$ cat src/rtl/uart_pkg.sv
// uart_pkg
//   Shared encodings for the UART transmit pattern generator.
//   - mode_e     : latched run mode (repeat message, one-shot message, counter bytes)
//   - tx_state_e : generator FSM state, also exported on the debug port
//   - decode_mode: maps the raw 2-bit mode input onto mode_e (3 folds onto repeat)
package uart_pkg;

    typedef enum logic [1:0] {
        MODE_REPEAT  = 2'd0,
        MODE_ONESHOT = 2'd1,
        MODE_COUNT   = 2'd2
    } mode_e;

    typedef enum logic [2:0] {
        ST_IDLE      = 3'd0,
        ST_ARM       = 3'd1,
        ST_WAIT_ACK  = 3'd2,
        ST_WAIT_DONE = 3'd3,
        ST_GAP       = 3'd4,
        ST_NEXT      = 3'd5,
        ST_DONE      = 3'd6
    } tx_state_e;

    function automatic mode_e decode_mode(input logic [1:0] raw);
        case (raw)
            2'd1:    return MODE_ONESHOT;
            2'd2:    return MODE_COUNT;
            default: return MODE_REPEAT;
        endcase
    endfunction

endpackage

$ cat src/rtl/uart_tx_pattern_gen.sv
// uart_tx_pattern_gen
//   Drives the transmit handshake of the uart block with either a fixed
//   message (repeated or one-shot) or an incrementing byte counter. Adds a
//   programmable idle gap after every completed byte and retries a byte when
//   the UART does not accept a trigger within ACK_TIMEOUT clocks.
//
// Handshake: tx_trigger_o is a one-cycle strobe issued only while
//   tx_complete_i (UART idle) is high; tx_data_o is valid in that cycle and
//   held until the next strobe. The UART accepts by dropping tx_complete_i,
//   and the byte is finished when tx_complete_i returns high.
//
// Ports
//   clk_i          : clock
//   rst_i          : synchronous active-high reset
//   enable_i       : run request (level)
//   mode_i         : 0 repeat, 1 one-shot, 2 counter, 3 = repeat
//   tx_complete_i  : UART idle/ready level
//   tx_data_o      : byte to transmit
//   tx_trigger_o   : one-cycle send strobe
//   busy_o         : high whenever the FSM is not in IDLE
//   done_o         : one-cycle pulse when a one-shot message has finished
//   sent_count_o   : completed bytes since reset (wraps)
//   retry_count_o  : acceptance timeouts since reset (saturates)
//   state_o        : current FSM state (debug)
module uart_tx_pattern_gen
    import uart_pkg::*;
#(
    parameter int                   MSG_LEN     = 2,
    parameter logic [8*MSG_LEN-1:0] MSG         = "AC",
    parameter int                   GAP_CYCLES  = 0,
    parameter int                   ACK_TIMEOUT = 16
) (
    input  logic        clk_i,
    input  logic        rst_i,
    input  logic        enable_i,
    input  logic [1:0]  mode_i,
    input  logic        tx_complete_i,
    output logic [7:0]  tx_data_o,
    output logic        tx_trigger_o,
    output logic        busy_o,
    output logic        done_o,
    output logic [15:0] sent_count_o,
    output logic [7:0]  retry_count_o,
    output tx_state_e   state_o
);

    localparam int                IDX_W    = (MSG_LEN > 1) ? $clog2(MSG_LEN) : 1;
    localparam logic [IDX_W-1:0]  LAST_IDX = IDX_W'(MSG_LEN - 1);
    // The shared down-counter is loaded with N-1 so a state waits exactly N clocks.
    localparam logic [15:0]       GAP_LOAD = 16'((GAP_CYCLES > 0) ? GAP_CYCLES - 1 : 0);
    localparam logic [15:0]       ACK_LOAD = 16'(ACK_TIMEOUT - 1);

    tx_state_e        state;
    mode_e            mode_q;
    logic [IDX_W-1:0] idx;
    logic [7:0]       cnt_byte;
    logic [15:0]      timer;
    logic [7:0]       msg_byte;

    // Byte 0 is the leftmost character of MSG.
    assign msg_byte = MSG[(8*MSG_LEN-1) - 8*int'(idx) -: 8];

    assign busy_o  = (state != ST_IDLE);
    assign state_o = state;

    always_ff @(posedge clk_i) begin
        if (rst_i) begin
            state         <= ST_IDLE;
            mode_q        <= MODE_REPEAT;
            idx           <= '0;
            cnt_byte      <= 8'h00;
            timer         <= 16'd0;
            tx_data_o     <= 8'h00;
            tx_trigger_o  <= 1'b0;
            done_o        <= 1'b0;
            sent_count_o  <= 16'd0;
            retry_count_o <= 8'd0;
        end else begin
            tx_trigger_o <= 1'b0;
            done_o       <= 1'b0;

            case (state)
                ST_IDLE: begin
                    if (enable_i) begin
                        mode_q <= decode_mode(mode_i);
                        if (decode_mode(mode_i) == MODE_ONESHOT) begin
                            idx <= '0;
                        end
                        state <= ST_ARM;
                    end
                end

                ST_ARM: begin
                    // A run stop is honoured before launching; a low
                    // tx_complete_i simply holds here until the UART is idle.
                    if (!enable_i) begin
                        state <= ST_IDLE;
                    end else if (tx_complete_i) begin
                        tx_data_o    <= (mode_q == MODE_COUNT) ? cnt_byte : msg_byte;
                        tx_trigger_o <= 1'b1;
                        timer        <= ACK_LOAD;
                        state        <= ST_WAIT_ACK;
                    end
                end

                ST_WAIT_ACK: begin
                    if (!tx_complete_i) begin
                        state <= ST_WAIT_DONE;
                    end else if (timer == 16'd0) begin
                        // Not accepted: resend the same byte, index/counter untouched.
                        if (retry_count_o != 8'hFF) begin
                            retry_count_o <= retry_count_o + 8'd1;
                        end
                        state <= ST_ARM;
                    end else begin
                        timer <= timer - 16'd1;
                    end
                end

                ST_WAIT_DONE: begin
                    if (tx_complete_i) begin
                        sent_count_o <= sent_count_o + 16'd1;
                        if (mode_q == MODE_COUNT) begin
                            cnt_byte <= cnt_byte + 8'd1;
                        end else begin
                            idx <= (idx == LAST_IDX) ? '0 : idx + 1'b1;
                        end
                        if (GAP_CYCLES > 0) begin
                            timer <= GAP_LOAD;
                            state <= ST_GAP;
                        end else begin
                            state <= ST_NEXT;
                        end
                    end
                end

                ST_GAP: begin
                    if (timer == 16'd0) begin
                        state <= ST_NEXT;
                    end else begin
                        timer <= timer - 16'd1;
                    end
                end

                ST_NEXT: begin
                    // One-shot always starts at index 0, so a wrap back to 0
                    // means the final byte has just completed.
                    if (mode_q == MODE_ONESHOT && idx == '0) begin
                        done_o <= 1'b1;
                        state  <= ST_DONE;
                    end else if (!enable_i) begin
                        state <= ST_IDLE;
                    end else begin
                        state <= ST_ARM;
                    end
                end

                ST_DONE: begin
                    if (!enable_i) begin
                        state <= ST_IDLE;
                    end
                end

                default: state <= ST_IDLE;
            endcase
        end
    end

endmodule

$ cat config.mk
export PLATFORM = sky130hd
export DESIGN_NAME = uart_tx_pattern_gen
export DESIGN_NICKNAME = d
export VERILOG_FILES = /design/src/rtl/uart_pkg.sv /design/src/rtl/uart_tx_pattern_gen.sv
export SDC_FILE = /design/constraint.sdc
export NUM_CORES = 1
export LEC_CHECK = 0
export ABC_AREA = 1
export BUFFER_PORTS_ARGS = -buffer_cell sky130_fd_sc_hd__buf_2
export CORE_MARGIN = 3
export CORE_UTILIZATION = 62
export CTS_CLUSTER_DIAMETER = 80
export CTS_CLUSTER_SIZE = 40
export DETAILED_ROUTE_END_ITERATION = 8
export PLACE_DENSITY = 0.95
export SETUP_SLACK_MARGIN = 0.1
export SLEW_MARGIN = 10
export SYNTH_ARGS = -nofsm -noshare
export SYNTH_HDL_FRONTEND = slang
export SYNTH_SLANG_ARGS = --single-unit
$ cat constraint.sdc
create_clock -name clk_i -period 2.53 [get_ports clk_i]
set_clock_uncertainty 0.05 [all_clocks]
set_input_delay 0.253 -clock clk_i [delete_from_list [all_inputs] [get_ports clk_i]]
set_output_delay 0.253 -clock clk_i [all_outputs]
set_load 0.02 [all_outputs]
==> flow_summary.ini <==
[yosys]
yosys-top-cells-area = dfxtp_1 (37%), nand2_1 (14%), nor2_1 (9.5%), a21oi_1 (5.3%), inv_1 (5.3%)
synth_area_per_cell_sq_um = 6.689
yosysWarnings = 0
synthFlopType = dfxtp_1
synth_area_sq_um = 3425
synth.distinct_cells = 34
synthArstFlopShare = 0
yosysMostFrequentCell = nand2_1
ys_top_cells_by_count = nand2_1 (128), nor2_1 (87), dfxtp_1 (64)
synth-seq-cells = 64
yosys.area.top_type_share = 0.3741
synthCells = 512
synth_nets = 522
synth-edff-count = 0
yosysTopAreaCell = dfxtp_1
synth_seq_area_share = 0.3741

[worst_hold_path]
hold_class = input pin to flip-flop
min_from = mode_i[0]
holdPathStages = 4
hold_end = mode_q[1]

[clocking]
htreeDepth = 3
clk_pin_slew_ns = 0.07
clockRootBuffer = clkbuf_8
cts_hold_buf = 0
clk_latency_ns = 0.34
cts_tree = yes
cts_buffer_depth = 2
cts_buffers = 9
postCtsSetupBuffers = 0
clock_sinks = 64
ctsResizeCount = 0

[floorplan]
rows = 26
die_x_um = 80.32
ios = 44
chipHeight_um = 80.32
fp.dieArea_sq_um = 6451
start_util = 0.6538
core_sq_um = 5238

[global_routing]
grt-ovfl-total = 0
grt_max_degree = 38
grt_first_pass_wirelength_um = 13600
grt_util_all_layers = 0.2648
antenna_found_initial = 0
grt_pass1_vias = 3181

[timing]
tns_ns = 0
finalCriticalPeriod_ns = 2.028
period_share = 0.8016
fmax_mhz = 493.1
postLayoutSetupSlackWorst_ns = 0.5018
maxSlewHeadroom = 0.5204
slew_viol_final = 0
worst_slew_pin_slew_ns = 0.7186
hold_viol_final = 0
setup_violations = 0
rsz0062_at_grt = no

[worst_setup_path]
path_max_fanout = 12
end_kind = flip-flop
worstSetupPathType = flip-flop to flip-flop
crit_path_start_kind = flip-flop
r2r_setup_slack_ns = 0.50
rr_startpoint = state_o[0]
cp_data_arrival_time_ns = 2.21
r2r_cells = 7
required_ns = 2.71
cp-startpoint = state_o[0]
r2r-end = sent_count_o[14]

[power]
power_density_nw_per_um2 = 1029
peakVddDrop_v = 0.0005863
leakage_nw = 1.703

[cells_and_area]
drive_gt1_frac = 0.1667
fin_nets = 570
final_util = 0.7458
finalNonFillerCells = 634
n_antenna_cell = 0
fill_cells = 417
area_growth_pct = 14.07

[routing]
dr.pass1.iters = 5
antenna_left = 0
drc_errors = 0
viasPerCell = 5.405
drt-wirelength-per-cell_um = 12.50
routed_wl_um = 7923
dr_total_vias = 3427
initialDrtViolationCount = 178

[placement]
portBuffers = 43
preCtsSetupSlack_ns = 0.5645
dp_hpwl_um = 5646
dp.cells = 619
place_congestion = 0.8967

[job]
maxCapViolations = 0

[run_status]
status = finished clean
-- metal layers --
metal	GRT usage	up-vias	share of wire
li1	-	1740	-
met5	0	-	0
met1	0.3066	1557	0.44
met4	0.1014	0	0.020
met3	0.05717	20	0.059
met2	0.4727	110	0.49
-- cell families (layout without fill, tap and decap cells) --
logic type	count (synthesis)	after routing	share of synthesized area
compound gates	73	73	0.1191
buf+inv	66	118	0.07782
flops	64	64	0.3741
fa+ha+maj	4	4	0.01462
xor+xnor	17	17	0.04348
simple gates	288	288	0.3708
-- critical path: stages, from the launching register on --
cell and delay (ns):
dfxtp_1 0.48, nand3_1 0.18, nor2_2 0.43, nand2_1 0.20, nor2_2 0.22, nand3_1 0.12, o21ai_0 0.17, nor2_1 0.06
-- worst max path at each step --
stage	endpoint	slack, ns
6_report	sent_count_o[14]	0.50
4_1_cts	sent_count_o[14]	0.53
5_1_grt	sent_count_o[14]	0.30
3_3_place_gp	sent_count_o[14]	0.66
2_1_floorplan	sent_count_o[14]	0.87
3_5_place_dp	sent_count_o[14]	0.56
-- area by class of cell --
cell class | instances | area [sq um] | area share
flip-flops and latches | 64 | 1281 | 0.3280
multi-input cells | 382 | 1877 | 0.4805
inverters | 56 | 210.2 | 0.05381
repair buffers | 47 | 245.2 | 0.06278
clock buffers | 11 | 151.4 | 0.03876
well taps | 70 | 87.58 | 0.02242
clock inverters | 4 | 53.80 | 0.01377
-- power breakdown --
part | switching, W | internal (W) | leakage, nW | total, W
Clock | 0.000390 | 0.000505 | 0.0976 | 0.000895
Sequential | 0.000112 | 0.00112 | 0.518 | 0.00123
Combinational | 0.00128 | 0.000622 | 1.09 | 0.00190
Total | 0.00178 | 0.00224 | 1.70 | 0.00402
-- through the flow --
| step | hold slack (ns) | cell area [sq um] | total power [W] |
|---|---|---|---|
| final | 0.2296 | 3906 | 0.004021 |
| after global routing | 0.2646 | 3906 | 0.004350 |
| after CTS | 0.2242 | 3906 | 0.004013 |
| after detailed placement | 0.4125 | 3701 | 0.003113 |
| after global placement | 0.4082 | 3701 | 0.003050 |
| after floorplan | 0.4001 | 3425 | 0.002758 |
-- cell usage in the layout (no fill, tap or decap), drive strengths merged, types with 2 or more instances in the layout --
cell / count
nor2: 96
xor2: 12
nand2: 132
dfxtp: 64
a31oi: 3
o31ai: 4
buf: 47
nor3: 11
ha: 4
xnor2: 5
nor3b: 2
or2: 2
a21oi: 42
nand3: 34
nand3b: 3
o21ai: 22
clkinvlp: 2
clkbuf: 11
nand4: 7
inv: 56
-- sequential cells by signal, summed over array words and instances (netlist names) --
| name | cells |
|---|---|
| timer | 16 |
| sent_count_o | 16 |
| tx_trigger_o | 1 |
| idx | 1 |
| retry_count_o | 8 |
| tx_data_o | 8 |
| state_o | 3 |
| mode_q | 2 |
| cnt_byte | 8 |
| done_o | 1 |
Power figures use the tool's default switching activity.
